`src/rtl/display_pkg.sv`:
```
// Shared constants and types for the 7-segment display readback path.
// Segment codes are active-high in a..g order ([6]=g .. [0]=a).
package display_pkg;

  localparam logic [6:0] SEG_0     = 7'h3F;
  localparam logic [6:0] SEG_1     = 7'h06;
  localparam logic [6:0] SEG_2     = 7'h5B;
  localparam logic [6:0] SEG_3     = 7'h4F;
  localparam logic [6:0] SEG_4     = 7'h66;
  localparam logic [6:0] SEG_5     = 7'h6D;
  localparam logic [6:0] SEG_6     = 7'h7D;
  localparam logic [6:0] SEG_7     = 7'h07;
  localparam logic [6:0] SEG_8     = 7'h7F;
  localparam logic [6:0] SEG_9     = 7'h6F;
  localparam logic [6:0] SEG_BLANK = 7'h00;

  // Active-low, one-cold digit enables; idx0 is the ones digit.
  localparam logic [3:0] DS_IDX0 = 4'b1110;
  localparam logic [3:0] DS_IDX1 = 4'b1101;
  localparam logic [3:0] DS_IDX2 = 4'b1011;
  localparam logic [3:0] DS_IDX3 = 4'b0111;

  typedef struct packed {
    logic [3:0] value;
    logic       blank;
    logic       err;
  } digit_t;

  function automatic logic [13:0] bcd_to_bin(input logic [3:0] d3, input logic [3:0] d2,
                                             input logic [3:0] d1, input logic [3:0] d0);
    return (14'(d3) * 14'd1000) + (14'(d2) * 14'd100) + (14'(d1) * 14'd10) + 14'(d0);
  endfunction

endpackage

```
`src/rtl/seven_seg_decode.sv`:
```
// Combinational 7-segment to BCD decoder; takes active-low segment pins.
// Unknown segment patterns raise err, an all-dark digit raises blank.
module seven_seg_decode
  import display_pkg::*;
(
  input  logic [6:0] seg_n_i,
  output digit_t     digit_o
);

  logic [6:0] seg_s;

  assign seg_s = ~seg_n_i;

  // Map the active-high segment pattern to a digit value.
  always_comb begin
    digit_o = '{value: 4'd0, blank: 1'b0, err: 1'b0};
    case (seg_s)
      SEG_0:     digit_o.value = 4'd0;
      SEG_1:     digit_o.value = 4'd1;
      SEG_2:     digit_o.value = 4'd2;
      SEG_3:     digit_o.value = 4'd3;
      SEG_4:     digit_o.value = 4'd4;
      SEG_5:     digit_o.value = 4'd5;
      SEG_6:     digit_o.value = 4'd6;
      SEG_7:     digit_o.value = 4'd7;
      SEG_8:     digit_o.value = 4'd8;
      SEG_9:     digit_o.value = 4'd9;
      SEG_BLANK: digit_o.blank = 1'b1;
      default:   digit_o.err   = 1'b1;
    endcase
  end

endmodule

```
`src/rtl/display_reader.sv`:
```
// Readback front end for the multiplexed 7-segment bus: debounces each digit
// slot, decodes it and assembles complete 4-digit frames into a binary number.
module display_reader
  import display_pkg::*;
#(
  parameter int STABLE_CYCLES = 4,
  parameter int TIMEOUT       = 2**21
) (
  input  logic        clk,
  input  logic        reset,
  input  logic [3:0]  digit_select,
  input  logic [6:0]  led_select,
  output logic [13:0] number,
  output logic        frame_valid,
  output logic        decode_error,
  output logic        stalled
);

  localparam int STAB_W = $clog2(STABLE_CYCLES) + 1;
  localparam int TO_W   = $clog2(TIMEOUT) + 1;
  localparam logic [STAB_W-1:0] STAB_LAST = STAB_W'(STABLE_CYCLES - 1);
  localparam logic [STAB_W-1:0] STAB_PRE  = STAB_W'(STABLE_CYCLES - 2);
  localparam logic [TO_W-1:0]   TO_LAST   = TO_W'(TIMEOUT - 1);

  logic [3:0]        ds_prev_q, ds_prev_d;
  logic [6:0]        led_prev_q, led_prev_d;
  logic [STAB_W-1:0] stab_q, stab_d;
  logic              taken_q, taken_d;
  logic [TO_W-1:0]   to_q, to_d;
  logic [3:0]        seen_q, seen_d;
  logic [3:0]        blank_q, blank_d;
  logic              err_q, err_d;
  logic [3:0][3:0]   val_q, val_d;
  logic [13:0]       number_q, number_d;
  logic              fv_q, fv_d;
  logic              de_q, de_d;
  logic              stalled_q, stalled_d;

  logic              ds_valid_s;
  logic [1:0]        idx_s;
  logic              ds_changed_s;
  logic              changed_s;
  logic              sample_s;
  logic              complete_s;
  logic              frame_ok_s;
  logic              timeout_hit_s;
  digit_t            dec_s;

  seven_seg_decode u_decode (
    .seg_n_i (led_select),
    .digit_o (dec_s)
  );

  // Classify the digit-select pattern; anything not one-cold is idle.
  always_comb begin
    ds_valid_s = 1'b1;
    idx_s      = 2'd0;
    case (digit_select)
      DS_IDX0: idx_s = 2'd0;
      DS_IDX1: idx_s = 2'd1;
      DS_IDX2: idx_s = 2'd2;
      DS_IDX3: idx_s = 2'd3;
      default: ds_valid_s = 1'b0;
    endcase
  end

  // Next-state logic for the stability filter, frame assembly and timeout.
  always_comb begin
    ds_prev_d    = digit_select;
    led_prev_d   = led_select;
    ds_changed_s = (digit_select != ds_prev_q);
    changed_s    = ds_changed_s || (led_select != led_prev_q);

    // Sample on the cycle the counter steps onto its last value, once per activation.
    sample_s = ds_valid_s && !changed_s && !taken_q && (stab_q == STAB_PRE);

    if (!ds_valid_s || changed_s) begin
      stab_d = {STAB_W{1'b0}};
    end else if (stab_q != STAB_LAST) begin
      stab_d = stab_q + STAB_W'(1);
    end else begin
      stab_d = stab_q;
    end

    if (!ds_valid_s || ds_changed_s) begin
      taken_d = 1'b0;
    end else if (sample_s) begin
      taken_d = 1'b1;
    end else begin
      taken_d = taken_q;
    end

    if (sample_s) begin
      to_d = {TO_W{1'b0}};
    end else if (to_q != TO_LAST) begin
      to_d = to_q + TO_W'(1);
    end else begin
      to_d = to_q;
    end
    timeout_hit_s = !sample_s && (to_d == TO_LAST);

    if (sample_s) begin
      stalled_d = 1'b0;
    end else if (timeout_hit_s) begin
      stalled_d = 1'b1;
    end else begin
      stalled_d = stalled_q;
    end

    // Blanks may only occupy the leading positions and never the ones digit.
    complete_s = (seen_q == 4'hF);
    frame_ok_s = !err_q && !blank_q[0] &&
                 (!blank_q[1] || blank_q[2]) &&
                 (!blank_q[2] || blank_q[3]);

    fv_d = complete_s && frame_ok_s;
    de_d = complete_s && !frame_ok_s;
    if (complete_s && frame_ok_s) begin
      number_d = bcd_to_bin(blank_q[3] ? 4'd0 : val_q[3], blank_q[2] ? 4'd0 : val_q[2],
                            blank_q[1] ? 4'd0 : val_q[1], val_q[0]);
    end else begin
      number_d = number_q;
    end

    val_d = val_q;
    if (complete_s || timeout_hit_s) begin
      seen_d  = 4'h0;
      blank_d = 4'h0;
      err_d   = 1'b0;
    end else begin
      seen_d  = seen_q;
      blank_d = blank_q;
      err_d   = err_q;
    end

    if (sample_s) begin
      val_d[idx_s]   = dec_s.value;
      blank_d[idx_s] = dec_s.blank;
      seen_d[idx_s]  = 1'b1;
      err_d          = err_d || dec_s.err;
    end else begin
      val_d = val_d;
    end
  end

  // State and output registers.
  always_ff @(posedge clk or negedge reset) begin
    if (!reset) begin
      ds_prev_q  <= 4'hF;
      led_prev_q <= 7'h7F;
      stab_q     <= {STAB_W{1'b0}};
      taken_q    <= 1'b0;
      to_q       <= {TO_W{1'b0}};
      seen_q     <= 4'h0;
      blank_q    <= 4'h0;
      err_q      <= 1'b0;
      val_q      <= '0;
      number_q   <= 14'd0;
      fv_q       <= 1'b0;
      de_q       <= 1'b0;
      stalled_q  <= 1'b0;
    end else begin
      ds_prev_q  <= ds_prev_d;
      led_prev_q <= led_prev_d;
      stab_q     <= stab_d;
      taken_q    <= taken_d;
      to_q       <= to_d;
      seen_q     <= seen_d;
      blank_q    <= blank_d;
      err_q      <= err_d;
      val_q      <= val_d;
      number_q   <= number_d;
      fv_q       <= fv_d;
      de_q       <= de_d;
      stalled_q  <= stalled_d;
    end
  end

  assign number       = number_q;
  assign frame_valid  = fv_q;
  assign decode_error = de_q;
  assign stalled      = stalled_q;

endmodule

```
`config.mk`:
```
export PLATFORM = sky130hd
export DESIGN_NAME = display_reader
export DESIGN_NICKNAME = d
export VERILOG_FILES = /design/src/rtl/display_pkg.sv /design/src/rtl/seven_seg_decode.sv /design/src/rtl/display_reader.sv
export SDC_FILE = /design/constraint.sdc
export NUM_CORES = 1
export LEC_CHECK = 0
export CORE_ASPECT_RATIO = 0.5
export CORE_UTILIZATION = 50
export CTS_CLUSTER_DIAMETER = 100
export DETAILED_ROUTE_END_ITERATION = 16
export GPL_TIMING_DRIVEN = 0
export PLACE_DENSITY = 0.71
export SETUP_SLACK_MARGIN = 0.15
export SLEW_MARGIN = 15
export SYNTH_ARGS = -nofsm -noshare
export SYNTH_HDL_FRONTEND = slang
export SYNTH_SLANG_ARGS = --single-unit
```
`constraint.sdc`:
```
create_clock -name clk -period 4.2 [get_ports clk]
set_input_delay 0.84 -clock clk [delete_from_list [all_inputs] [get_ports clk]]
set_output_delay 0.84 -clock clk [all_outputs]
set_load 0.02 [all_outputs]
```
==> results of run 1 <==
[area by class of cell]
type,count,area (um^2)
Clock buffer,11,243
Timing Repair Buffer,44,424
Fill cell,851,3770
Inverter,33,126
Multi-Input combinational cell,420,3520
Buffer,22,126
Sequential cell,79,1990
Tap cell,140,175
Clock inverter,5,33.8
[flip-flops by register name (all words and copies together), names as in the netlist]
| register | flops |
|---|---|
| stab_q | 3 |
| to_q | 22 |
| seen_q | 4 |
| led_prev_q | 7 |
| err_q | 1 |
| ds_prev_q | 4 |
| stalled | 1 |
| val_q | 16 |
| taken_q | 1 |
| decode_error | 1 |
| number | 14 |
| frame_valid | 1 |
| blank_q | 4 |
[cells by family after synthesis]
logic type,count (synthesis),synth area share (%)
and+or+nand+nor,196,18.5
xor gates and xnor gates,54,8.69
muxes,19,4.02
AOI/OAI and AO/OA,84,10.6
adders and majority gates,67,17.3
buffers and inverters,55,4.37
DFF,79,36.6
[stage by stage]
step | total power [W] | setup slack [ps]
2_1_floorplan | 0.000820 | 155
3_3_place_gp | 0.000855 | -468
3_5_place_dp | 0.000860 | -287
4_1_cts | 0.00160 | -76.4
5_1_grt | 0.00165 | -162
6_report | 0.00158 | 48.8
[cell usage after synthesis, drive strengths merged, types with 3 or more instances]
cell,n
dfrtp,68
nor2,60
ha,53
nand2,48
inv,33
xor2,28
xnor2,26
o21ai,24
a21oi,20
mux2,17
nor2b,16
buf,15
fa,14
nand3,14
nor3,12
dfstp,11
nand4,10
nand2b,8
a21o,7
clkbuf,7
and2,5
nor4,5
a31o,4
a31oi,4
and3,4
nand4b,3
o21a,3
or3,3
[layer usage]
layer	vias to the layer above	global-route usage [%]
met5	-	0
met3	11	5.45
met2	54	35.9
li1	2016	-
met4	0	5.10
met1	1933	26.5
[how the worst max path moves through the flow]
stage / start / endpoint / depth (start not counted)
6_report: blank_q[3] / number[13] / 19
5_1_grt: blank_q[3] / number[13] / 19
4_1_cts: blank_q[3] / number[13] / 18
3_3_place_gp: reset / number[12] / 1
2_1_floorplan: blank_q[3] / number[13] / 19
3_5_place_dp: blank_q[3] / number[13] / 14
[power groups by stage]
| stage | Sequential, W | Clock (W) | Combinational (W) |
|---|---|---|---|
| 4_1_cts | 0.000773 | 0.000754 | 0.0000732 |
| 3_5_place_dp | 0.000787 | 0 | 0.0000730 |
| 3_3_place_gp | 0.000787 | 0 | 0.0000679 |
| 5_1_grt | 0.000773 | 0.000791 | 0.0000807 |
| 6_report | 0.000773 | 0.000735 | 0.0000715 |
| 2_1_floorplan | 0.000787 | 0 | 0.0000339 |
[repair_timing]
item                                    4_1_cts  5_1_grt
setup buffers                                 6        8
gates resized for setup                      12       39
pin swaps                                    15       18
endpoints found under the setup margin        5        6
==> out/metrics.cfg, run 1 <==
[outcome]
status=finished clean

[cells_and_area]
fin_area_um2=6640
fin_nets=689
drive_gt1_share_pct=20.0
area_delta_synth_final_pct=21.9
layout.cells.most_common=dfrtp_1
utilization_pct=63.8
n_antenna_cell=0
final_cell_mix=66 x dfrtp_1, 57 x nor2_1, 47 x nand2_1
stdcell_count=754

[worst_setup_path]
worst_r2r_startpoint=blank_q[3]
slowest_delay_ps=490
critPathSlowestCell=fa_1
worstPathBufferInverterCount=4
path_common_cell=ha_4
cp-end-kind=flip-flop
required_ps=4410
crit_chain=buf_8, nand2b_4, ha_4, inv_2, ha_4, inv_2, fa_1, inv_2, ha_4, a21o_1, a21oi_2, xnor2_1, ha_1, ha_4, ha_4, o41ai_4, o21ai_1, xnor2_1, o21ai_1
cp_max_fo=5
worstSetupPathType=flip-flop to flip-flop
startpoint_type=flip-flop
cpLargestDelayFamily=adder cells
r2r-end=number[13]
rr_worst_depth=19
r2r_setup_slack_ps=50
arrival_ps=4360

[global_route]
grt.total_usage_pct=20.8
antenna_found_initial=0
grt_max_degree=51
grt_pass1_vias=3858
grt_overflow_total=0
grt_pass1_wl_mm=18.2

[clock_tree]
clk_path_buf_depth=2
cts_inserted_buffers=9
cts_hold_buf=0
clkSlewWorstSetupHoldPaths_ps=60
cts_tree=yes
cts.sinks=79
cts-htree-levels=3
clk-insertion-delay-late_ps=340
root_buffer=clkbuf_16

[logic_synthesis]
synth_top_area_cell=dfrtp_1
ys_seq_elements=79
synth_fp_nets=634
netlist-cell-type-count=64
yosysWarnings=0
ys_seq_area_share_pct=36.6
yosys-top-cells-area=dfrtp_1 31%, ha_1 12%, dfstp_2 5.3%
syn_inst=554
synth_top_cell_area_share_pct=31.3
syn_avg_cell_area_um2=9.83
async_reset_ff_share_pct=100
syn_area_um2=5450
synth_ff_type=dfrtp_1
synth_edf_count=0

[die]
initial_core_util_pct=52.3
die_y_um=75.8
rows=26
core_um2=10400
die-area_um2=11300
die_x_um=150
io_pins=30

[sta]
final_max_slew_viol_count=0
period_minus_slack_ps=4150
slew_headroom_pct=67.5
grt_setup_unrepaired=true
setup_viol=0
fin_crit_sh_pct=98.8
setup_tns_ps=0
worst-slew-pin-transition_ps=487
max_freq_mhz=241
hold_viol_final=0
fin_worst_skew_ps=4.88
holdWs_ps=431

[pwr]
pwr-share-seq_pct=48.9
internal_power_w=0.00122
leakagePower_nw=3.15
powerDensity_nw_per_um2=238
clockPowerShare_pct=46.5
pwr-share-comb_pct=4.5
power_switching_share_pct=23.0
switchingPower_w=0.000363
max-vdd-ir-drop_v=0.000173

[placement]
io_buffers=29
numPlacedInstances=724
dpl_cell_area_um2=6030
gp_congestion=0.850
dp_hpwl_mm=7.95

[drt]
via_per_inst=5.32
wl_met3_um=275
dr.max_layer_used=met4
antenna_violating_nets_post_route=0
post_drt_wl_per_cell_um=14.6
m1WireLength_mm=5.16
wl_met2_mm=5.45
wl_mm=11.0
drcViolationCount=0
vias=4014
drt_iter0_drc=185
drt_first_pass_iters=4

[run]
maxCapViolCount=0

[worst_hold_path]
hp-class=input port to async pin

Power figures use the tool's default switching activity.
==> run 2, diff against run 1 <==
CAP_MARGIN = 30   (was default)
CORE_UTILIZATION = 55   (was 50)
PLACE_DENSITY = 0.77   (was 0.71)
==> run 2 against run 1 <==
  * Total power increased by 0.14%
  * Sequential power barely moved
  * Non-clock buffer count down 2
  * Core utilization increased by 5.0 points
  * Worst hold slack better by 16 ps
  * Critical path depth up 2
==> out/metrics.cfg, run 2 (synthesis gave the netlist of run 1 again) <==
[drt]
via_per_inst=5.49  ; was 5.32
drt_iter0_drc=197  ; was 185
wl_mm=10.9  ; was 11.0 mm
vias=4102  ; was 4014
drt_first_pass_iters=4  ; unchanged
post_drt_wl_per_cell_um=14.6  ; about the same
antenna_violating_nets_post_route=0  ; unchanged
drcViolationCount=0  ; unchanged

[die]
rows=25  ; was 26
io_pins=30  ; unchanged
die_y_um=72.4  ; was 75.8 um
die_x_um=143  ; was 150 um
die-area_um2=10300  ; was 11300 um^2
core_um2=9540  ; was 10400 um^2
initial_core_util_pct=57.1  ; was 52.3%

[pwr]
leakagePower_nw=3.14  ; was 3.15 nW
max-vdd-ir-drop_v=0.000199  ; was 0.000173 V
powerDensity_nw_per_um2=241  ; was 238 nW/um^2

[clock_tree]
cts.sinks=79  ; unchanged
clkSlewWorstSetupHoldPaths_ps=60  ; about the same
root_buffer=clkbuf_16  ; unchanged
cts_tree=yes  ; unchanged
cts_inserted_buffers=9  ; unchanged
cts-htree-levels=3  ; unchanged
clk-insertion-delay-late_ps=340  ; about the same
cts_hold_buf=0  ; unchanged
clk_path_buf_depth=2  ; unchanged

[worst_setup_path]
cp_max_fo=6  ; was 5
rr_worst_depth=21  ; was 19
worstSetupPathType=flip-flop to flip-flop  ; unchanged
required_ps=4420  ; was 4410 ps
startpoint_type=flip-flop  ; unchanged
arrival_ps=4290  ; was 4360 ps
cp-end-kind=flip-flop  ; unchanged

[placement]
dp_hpwl_mm=7.87  ; was 7.95 mm
numPlacedInstances=719  ; was 724
gp_congestion=0.850  ; about the same
io_buffers=29  ; unchanged

[cells_and_area]
area_delta_synth_final_pct=20.5  ; was 21.9%
final_cell_mix=66 x dfrtp_1, 57 x nor2_1, 48 x nand2_1  ; was 66 x dfrtp_1, 57 x nor2_1, 47 x nand2_1
largest_register=to_q  ; unchanged
fin_nets=687  ; was 689
largest_reg_flops=22  ; unchanged
utilization_pct=68.8  ; was 63.8%
drive_gt1_share_pct=18.5  ; was 20.0%
n_antenna_cell=0  ; unchanged
layout.cells.most_common=dfrtp_1  ; unchanged
stdcell_count=747  ; was 754

[global_route]
antenna_found_initial=0  ; unchanged
grt_max_degree=48  ; was 51
grt.total_usage_pct=22.9  ; was 20.8%
grt_pass1_vias=4030  ; was 3858
grt_pass1_wl_mm=18.5  ; was 18.2 mm
grt_overflow_total=0  ; unchanged

[sta]
max_freq_mhz=245  ; was 241 MHz
holdWs_ps=447  ; was 431 ps
worst-slew-pin-transition_ps=475  ; was 487 ps
fin_worst_skew_ps=8.61  ; was 4.88 ps
period_minus_slack_ps=4080  ; was 4150 ps
slew_headroom_pct=68.1  ; was 67.5%
setup_viol=0  ; unchanged
final_max_slew_viol_count=0  ; unchanged
grt_setup_unrepaired=true  ; unchanged
hold_viol_final=0  ; unchanged
fin_crit_sh_pct=97.1  ; was 98.8%

[run]
maxCapViolCount=0  ; unchanged

[outcome]
status=finished clean  ; unchanged

[worst_hold_path]
hp-class=input port to async pin  ; unchanged

## run 2: per-layer routing
metal	global-route usage, %	routed length [um]
met5	0	0
met4	7.77	212
met3	5.08	292
met2	40.6	5480
met1	28.0	4940
## run 2: per-stage QoR
stage / power (W) / cell area [um^2] / worst slack [ps] / setup TNS (ps)
3_3_place_gp: 0.000854 / 6000 / -389 / -26370
5_1_grt: 0.00164 / 6560 / -45.6 / -45.6
3_5_place_dp: 0.000860 / 6020 / -242 / -424
2_1_floorplan: 0.000820 / 5540 / 155 / 0
6_report: 0.00158 / 6560 / 122 / 0
4_1_cts: 0.00160 / 6400 / 1.52 / 0
## run 2: repair_timing
item / 4_1_cts / 5_1_grt
pin swaps: 14 / 14
resized for setup: 9 / 31
endpoints found under the setup margin: 5 / 6
setup buffers: 7 / 5
## run 2: cell type report
class / instances / area [um^2]
Clock inverter: 7 / 56.3
Multi-Input combinational cell: 420 / 3460
Clock buffer: 9 / 225
Buffer: 22 / 125
Inverter: 33 / 131
Timing Repair Buffer: 42 / 405
Sequential cell: 79 / 1990
Tap cell: 135 / 169
Fill cell: 733 / 2980
## run 2: critical path: stages, from the launching register on
cell and delay, ps:
dfrtp_1 390, buf_8 140, nand2b_4 150, ha_4 290
inv_4 40, ha_4 270, inv_4 40, fa_1 490
inv_2 50, ha_4 220, a21o_1 160, a21oi_2 150
xnor2_1 140, ha_1 270, ha_4 230, ha_4 270
nor2_2 40, nor2_2 130, o41ai_4 100, o21ai_1 160
xnor2_1 160, o21ai_1 80
## run 2: power by group
| part | total, W | switching [W] | internal, W |
|---|---|---|---|
| registers | 0.000773 | 0.00000245 | 0.000771 |
| logic | 0.0000724 | 0.0000429 | 0.0000295 |
| clock network | 0.000737 | 0.000331 | 0.000406 |
## run 2: worst paths after layout
check	startpoint	endpoint	slack (ps)
hold reg to reg	val_q[0]	number[0]	470
setup / recovery	blank_q[3]	number[13]	120
max in group asynchronous	reset	led_prev_q[1]	3110
hold / removal	reset	number[13]	450
setup reg to reg	blank_q[3]	number[13]	120
min in group clk	val_q[0]	number[0]	470
==> run 3, diff against run 2 <==
CORE_UTILIZATION = 65   (was 55)
PLACE_DENSITY = 0.86   (was 0.77)
clock period = 5.2 ns   (was 4.2 ns; I/O delays follow)
==> run 3 against run 2 <==
  * Via count fell by 1.8%
  * Largest cell class unchanged
  * Die area fell by 15%
  * Register-to-register slack improved by 250 ps
  * Routed wire length fell by 3.6%
  * Count of clock-buffer cells in the layout did not move
==> out/metrics.cfg, run 3 (synthesis gave the netlist of run 1 again) <==
[worst_setup_path]
rr_worst_depth=21  ; unchanged
slowest_delay_ps=510  ; was 490 ps
path_common_cell=ha_1  ; was ha_4
worstPathBufferInverterCount=4  ; unchanged
startpoint_type=flip-flop  ; unchanged
worstSetupPathType=flip-flop to flip-flop  ; unchanged
cp_max_fo=9  ; was 6
required_ps=5410  ; was 4420 ps
worst_r2r_startpoint=blank_q[3]  ; unchanged
critPathSlowestCell=fa_1  ; unchanged
cpLargestDelayFamily=adder cells  ; unchanged
r2r_setup_slack_ps=370  ; was 120 ps
r2r-end=number[13]  ; unchanged
arrival_ps=5040  ; was 4290 ps
cp-end-kind=flip-flop  ; unchanged
crit_chain=clkbuf_2, nand2b_1, ha_1, inv_1, ha_1, inv_1, fa_1, inv_1, ha_1, a21o_1, a21oi_2, xnor2_1, ha_1, ha_1, ha_1, nor2_1, nor2_1, o41ai_4, o21ai_0, xnor2_1, o21ai_0  ; was buf_8, nand2b_4, ha_4, inv_4, ha_4, inv_4, fa_1, inv_2, ha_4, a21o_1, a21oi_2, xnor2_1, ha_1, ha_4, ha_4, nor2_2, nor2_2, o41ai_4, o21ai_1, xnor2_1, o21ai_1

[cells_and_area]
largest_reg_flops=22  ; unchanged
stdcell_count=712  ; was 747
layout.cells.most_common=dfrtp_1  ; unchanged
largest_register=to_q  ; unchanged
area_delta_synth_final_pct=13.7  ; was 20.5%
n_antenna_cell=0  ; unchanged
fin_nets=675  ; was 687
drive_gt1_share_pct=11.3  ; was 18.5%
final_cell_mix=68 x dfrtp_1, 60 x nor2_1, 53 x ha_1  ; was 66 x dfrtp_1, 57 x nor2_1, 48 x nand2_1
utilization_pct=76.8  ; was 68.8%
fillers=513  ; was 733

[clock_tree]
clkSlewWorstSetupHoldPaths_ps=60  ; about the same
cts.sinks=79  ; unchanged
cts_hold_buf=0  ; unchanged
cts_tree=yes  ; unchanged
clk-insertion-delay-late_ps=340  ; about the same
clk_path_buf_depth=2  ; unchanged
cts_inserted_buffers=9  ; unchanged
root_buffer=clkbuf_16  ; unchanged
cts-htree-levels=3  ; unchanged

[sta]
hold_viol_final=0  ; unchanged
setup_viol=0  ; unchanged
setup_tns_ps=0  ; unchanged
max_freq_mhz=207  ; was 245 MHz
period_minus_slack_ps=4830  ; was 4080 ps
fin_worst_skew_ps=5.88  ; was 8.61 ps
grt_setup_unrepaired=false  ; was true
slew_headroom_pct=62.6  ; was 68.1%
worst-slew-pin-transition_ps=561  ; was 475 ps
final_max_slew_viol_count=0  ; unchanged
fin_crit_sh_pct=92.8  ; was 97.1%
holdWs_ps=470  ; was 447 ps

[drt]
vias=4027  ; was 4102
post_drt_wl_per_cell_um=14.8  ; was 14.6 um
drt_iter0_drc=235  ; was 197
wl_mm=10.5  ; was 10.9 mm
drt_first_pass_iters=4  ; unchanged
antenna_violating_nets_post_route=0  ; unchanged
drcViolationCount=0  ; unchanged
via_per_inst=5.66  ; was 5.49

[die]
core_um2=8060  ; was 9540 um^2
io_pins=30  ; unchanged
die_x_um=131  ; was 143 um
die-area_um2=8770  ; was 10300 um^2
die_y_um=66.7  ; was 72.4 um
rows=23  ; was 25
initial_core_util_pct=67.6  ; was 57.1%

[global_route]
antenna_found_initial=0  ; unchanged
grt.total_usage_pct=25.8  ; was 22.9%
grt_pass1_vias=3931  ; was 4030
grt_max_degree=44  ; was 48
grt_overflow_total=0  ; unchanged
grt_pass1_wl_mm=17.7  ; was 18.5 mm

[pwr]
max-vdd-ir-drop_v=0.000166  ; was 0.000199 V
power_w=0.00127  ; was 0.00158 W
leakagePower_nw=3.09  ; was 3.14 nW
powerDensity_nw_per_um2=204  ; was 241 nW/um^2

[placement]
gp_congestion=0.832  ; was 0.850
dp_hpwl_mm=7.60  ; was 7.87 mm
io_buffers=29  ; unchanged
numPlacedInstances=696  ; was 719

[worst_hold_path]
hp-class=flip-flop to flip-flop  ; was input port to async pin
min-delay-start=val_q[0]
hold_path_depth=2
holdPathEnd=number[0]

[run]
maxCapViolCount=0  ; unchanged

[outcome]
status=finished clean  ; unchanged

[run 3: where the power goes]
group | switching (W) | total (W) | internal [W]
registers | 0.00000191 | 0.000624 | 0.000623
clock network | 0.000260 | 0.000584 | 0.000324
logic | 0.0000341 | 0.0000573 | 0.0000232
total | 0.000296 | 0.00127 | 0.000969
[run 3: what timing repair did]
action,in CTS,in global routing
resized for setup,0,5
endpoints found under the setup margin,0,3
buffers inserted,0,0
[run 3: how the worst max path moves through the flow]
stage               depth (start not counted)       start  slack (ps)    endpoint
detailed placement                         19  blank_q[3]         250  number[13]
CTS                                        19  blank_q[3]         180  number[13]
global route                               21  blank_q[3]         140  number[13]
global placement                           19  blank_q[3]         230  number[13]
finish                                     21  blank_q[3]         370  number[13]
floorplan                                  19  blank_q[3]         680  number[13]
[run 3: layout make-up]
class | count | area [um^2] | share of cell area [%]
timing repair buffer | 30 | 308 | 4.97
buffer | 22 | 115 | 1.86
multi-input combinational | 420 | 3240 | 52.3
clock inverter | 7 | 47.5 | 0.768
inverter | 33 | 124 | 2.00
sequential | 79 | 1990 | 32.2
tap | 112 | 140 | 2.26
clock buffer | 9 | 225 | 3.64
[run 3: metal layers]
layer / track usage, % / vias to the layer above / share of wire [%] / routed length [um]
met1: 30.7 / 1933 / 45 / 4740
met3: 6.32 / 22 / 3.6 / 384
li1: - / 1989 / - / -
met5: 0 / - / 0 / 0
met2: 45.7 / 83 / 49 / 5170
met4: 10.6 / 0 / 2.3 / 240
[run 3: worst reg2reg max path, stage by stage (launching register included)]
cell,delay [ps]
dfrtp_1,370
clkbuf_2,170
nand2b_1,200
ha_1,320
inv_1,60
ha_1,340
inv_1,100
fa_1,510
inv_1,40
ha_1,340
a21o_1,210
a21oi_2,170
xnor2_1,130
ha_1,250
ha_1,300
ha_1,340
nor2_1,70
nor2_1,170
o41ai_4,120
o21ai_0,220
xnor2_1,160
o21ai_0,90
[run 3: stage by stage]
stage / cell area (um^2) / worst slack, ps
2_1_floorplan: 5450 / 679
3_3_place_gp: 5880 / 234
3_5_place_dp: 5890 / 252
4_1_cts: 6170 / 181
5_1_grt: 6190 / 138
6_report: 6190 / 373
==> patch: new RTL, settings of run 2 <==
`STABLE_CYCLES`: 4 -> 2.
--- a/src/rtl/display_reader.sv
+++ b/src/rtl/display_reader.sv
@@ -3,7 +3,7 @@
 module display_reader
   import display_pkg::*;
 #(
-  parameter int STABLE_CYCLES = 4,
+  parameter int STABLE_CYCLES = 2,
   parameter int TIMEOUT       = 2**21
 ) (
   input  logic        clk,
Behaviour: not the same (a bounded check fails within 10 cycles, from zero or initial values and one cycle with reset low).
==> patch against run 2 <==
- the run now ends with setup timing left
- final area is 2.3% higher
- non-clock buffer count up 10
- wire length grew 14%
- worst setup slack worse by 0.24 ns
- synthesized area up 0.28%
- die area increased by 0.27%
- sequential cell count decreased by 1
- first-iteration DRC count increased by 18%
- synthesized cell count is 6.3% higher
- utilization grew 1.6 points
- critical path depth down 1
Power is not compared: it rests on default switching activity, and its combinational part moved more than twofold at a synthesized area within 25%.
==> patch: results (changes against run 2) <==
placed cells 754 (+4.9%); pin count of the biggest net entering global routing 62 (+29%); top sig layer met4; met3 Use GR 0.0508 (unchanged); Num CTS Buffers 9 (unchanged); Initial DRC Count 233 (+18%); Hold Path Class in2async; Critical Path Fanout Max 6 (unchanged); Tot GR Track Use 0.253 (+0.0240); Via density 5.54 (+0.84%); Yosys cell types 61 (-4.7%); R2R cell count 20 (-4.8%); post-place setup slack -0.249 ns (-0.00720 ns); Detailed Route WL 12.4 mm (+14%); IO buf count 29 (unchanged); status finished, violations left; Pre-antenna DRT Iters 5 (+1); largest cells by area after synthesis dfrtp_1, ha_1, nand2_1, dfstp_2, fa_1; Setup crit start blank_q[3]$_DFF_PN0_; post-synthesis mux area share 0.0112 (-0.0290); Post-Synth Adder-Cell Area 0.168 (-0.00506); post-route worst setup slack -0.122 ns (-0.244 ns); failing checks setup timing; DP Wirelength 8.51 mm (+8.2%); routed vias 4380 (+6.8%); max-slew violation count 0 (unchanged); Sequential Power Share 0.466; total negative setup slack -0.188 ns (-0.188 ns); Logic pwr share 0.091; met2 GRT Util 0.435 (+0.0295); initial antenna violation count 0 (unchanged); fillers 687 (-6.3%); async set-reset flop share out of synthesis 1.00 (unchanged); worst-margin pin slew 0.760 ns (+0.286 ns); leakage 3.10 nW; Antenna Cells 0 (unchanged); routability congestion estimate from global placement 0.911 (+7.2%); syn_nets 667 (+5.2%); Nets 729 (+6.1%); compound-gate portion of the synthesized area 0.138 (+0.0327); GR Layer Usage met1 0.321 (+0.0406); synth cell count leaders nand2_1, dfrtp_1, ha_1, nor2_1, o21ai_0; Mapped Avg Cell Area 9.27 sq um (-5.7%); XOR/XNOR Fraction of Synth Area 0.0754 (-0.0115); layout cells sized above 1 0.162 (-0.0231); Syn-to-layout area delta 22.9%; Critical Path Max Stage Delay 0.56 ns (+0.07 ns); number of global-route vias before repair 4232 (+5.0%); placed cell area 6000 sq um (-0.33%); metal3 WL 480 um (+64%); WL met2 6.11 mm (+11%); first-pass GRT wire length 20.1 mm (+8.9%); setup violators final 2 (+2); WHS 0.377 ns (-0.0701 ns); Synth warnings 0 (unchanged); maxcap violations 0 (unchanged); Metal-1 WL 5.53 mm (+12%); sequential share of the synthesized area 0.360 (-0.00559); Worst Skew 0.00780 ns (-0.000808 ns); peak supply drop 0.249 mV
-- patch: worst reg2reg max path: stages (launching register included) --
cell and delay, ns:
dfrtp_1 0.38, buf_8 0.14, buf_12 0.12, nor2b_1 0.10
buf_2 0.22, ha_4 0.25, fa_1 0.56, ha_4 0.23
a21o_1 0.17, a21oi_2 0.18, xnor2_1 0.14, ha_1 0.28
ha_4 0.26, ha_4 0.27, inv_2 0.04, o21bai_1 0.22
o41a_1 0.26, nand3_1 0.09, nand2_1 0.08, xnor2_1 0.12
o21ai_1 0.08
-- patch: what timing repair did --
action	4_1_cts	5_1_grt
setup buffers	11	8
pin swaps	17	24
gates cloned	0	0
gates resized for setup	22	24
hold buffers	0	0
setup endpoints to repair	4	4
-- patch: layout make-up --
class / instances / share of cell area
flip-flops and latches: 78 / 0.293
inverters: 36 / 0.0205
clock buffers: 13 / 0.0388
well taps: 135 / 0.0252
repair buffers: 51 / 0.0716
clock inverters: 3 / 0.00634
plain buffers: 23 / 0.0168
multi-input cells: 452 / 0.528
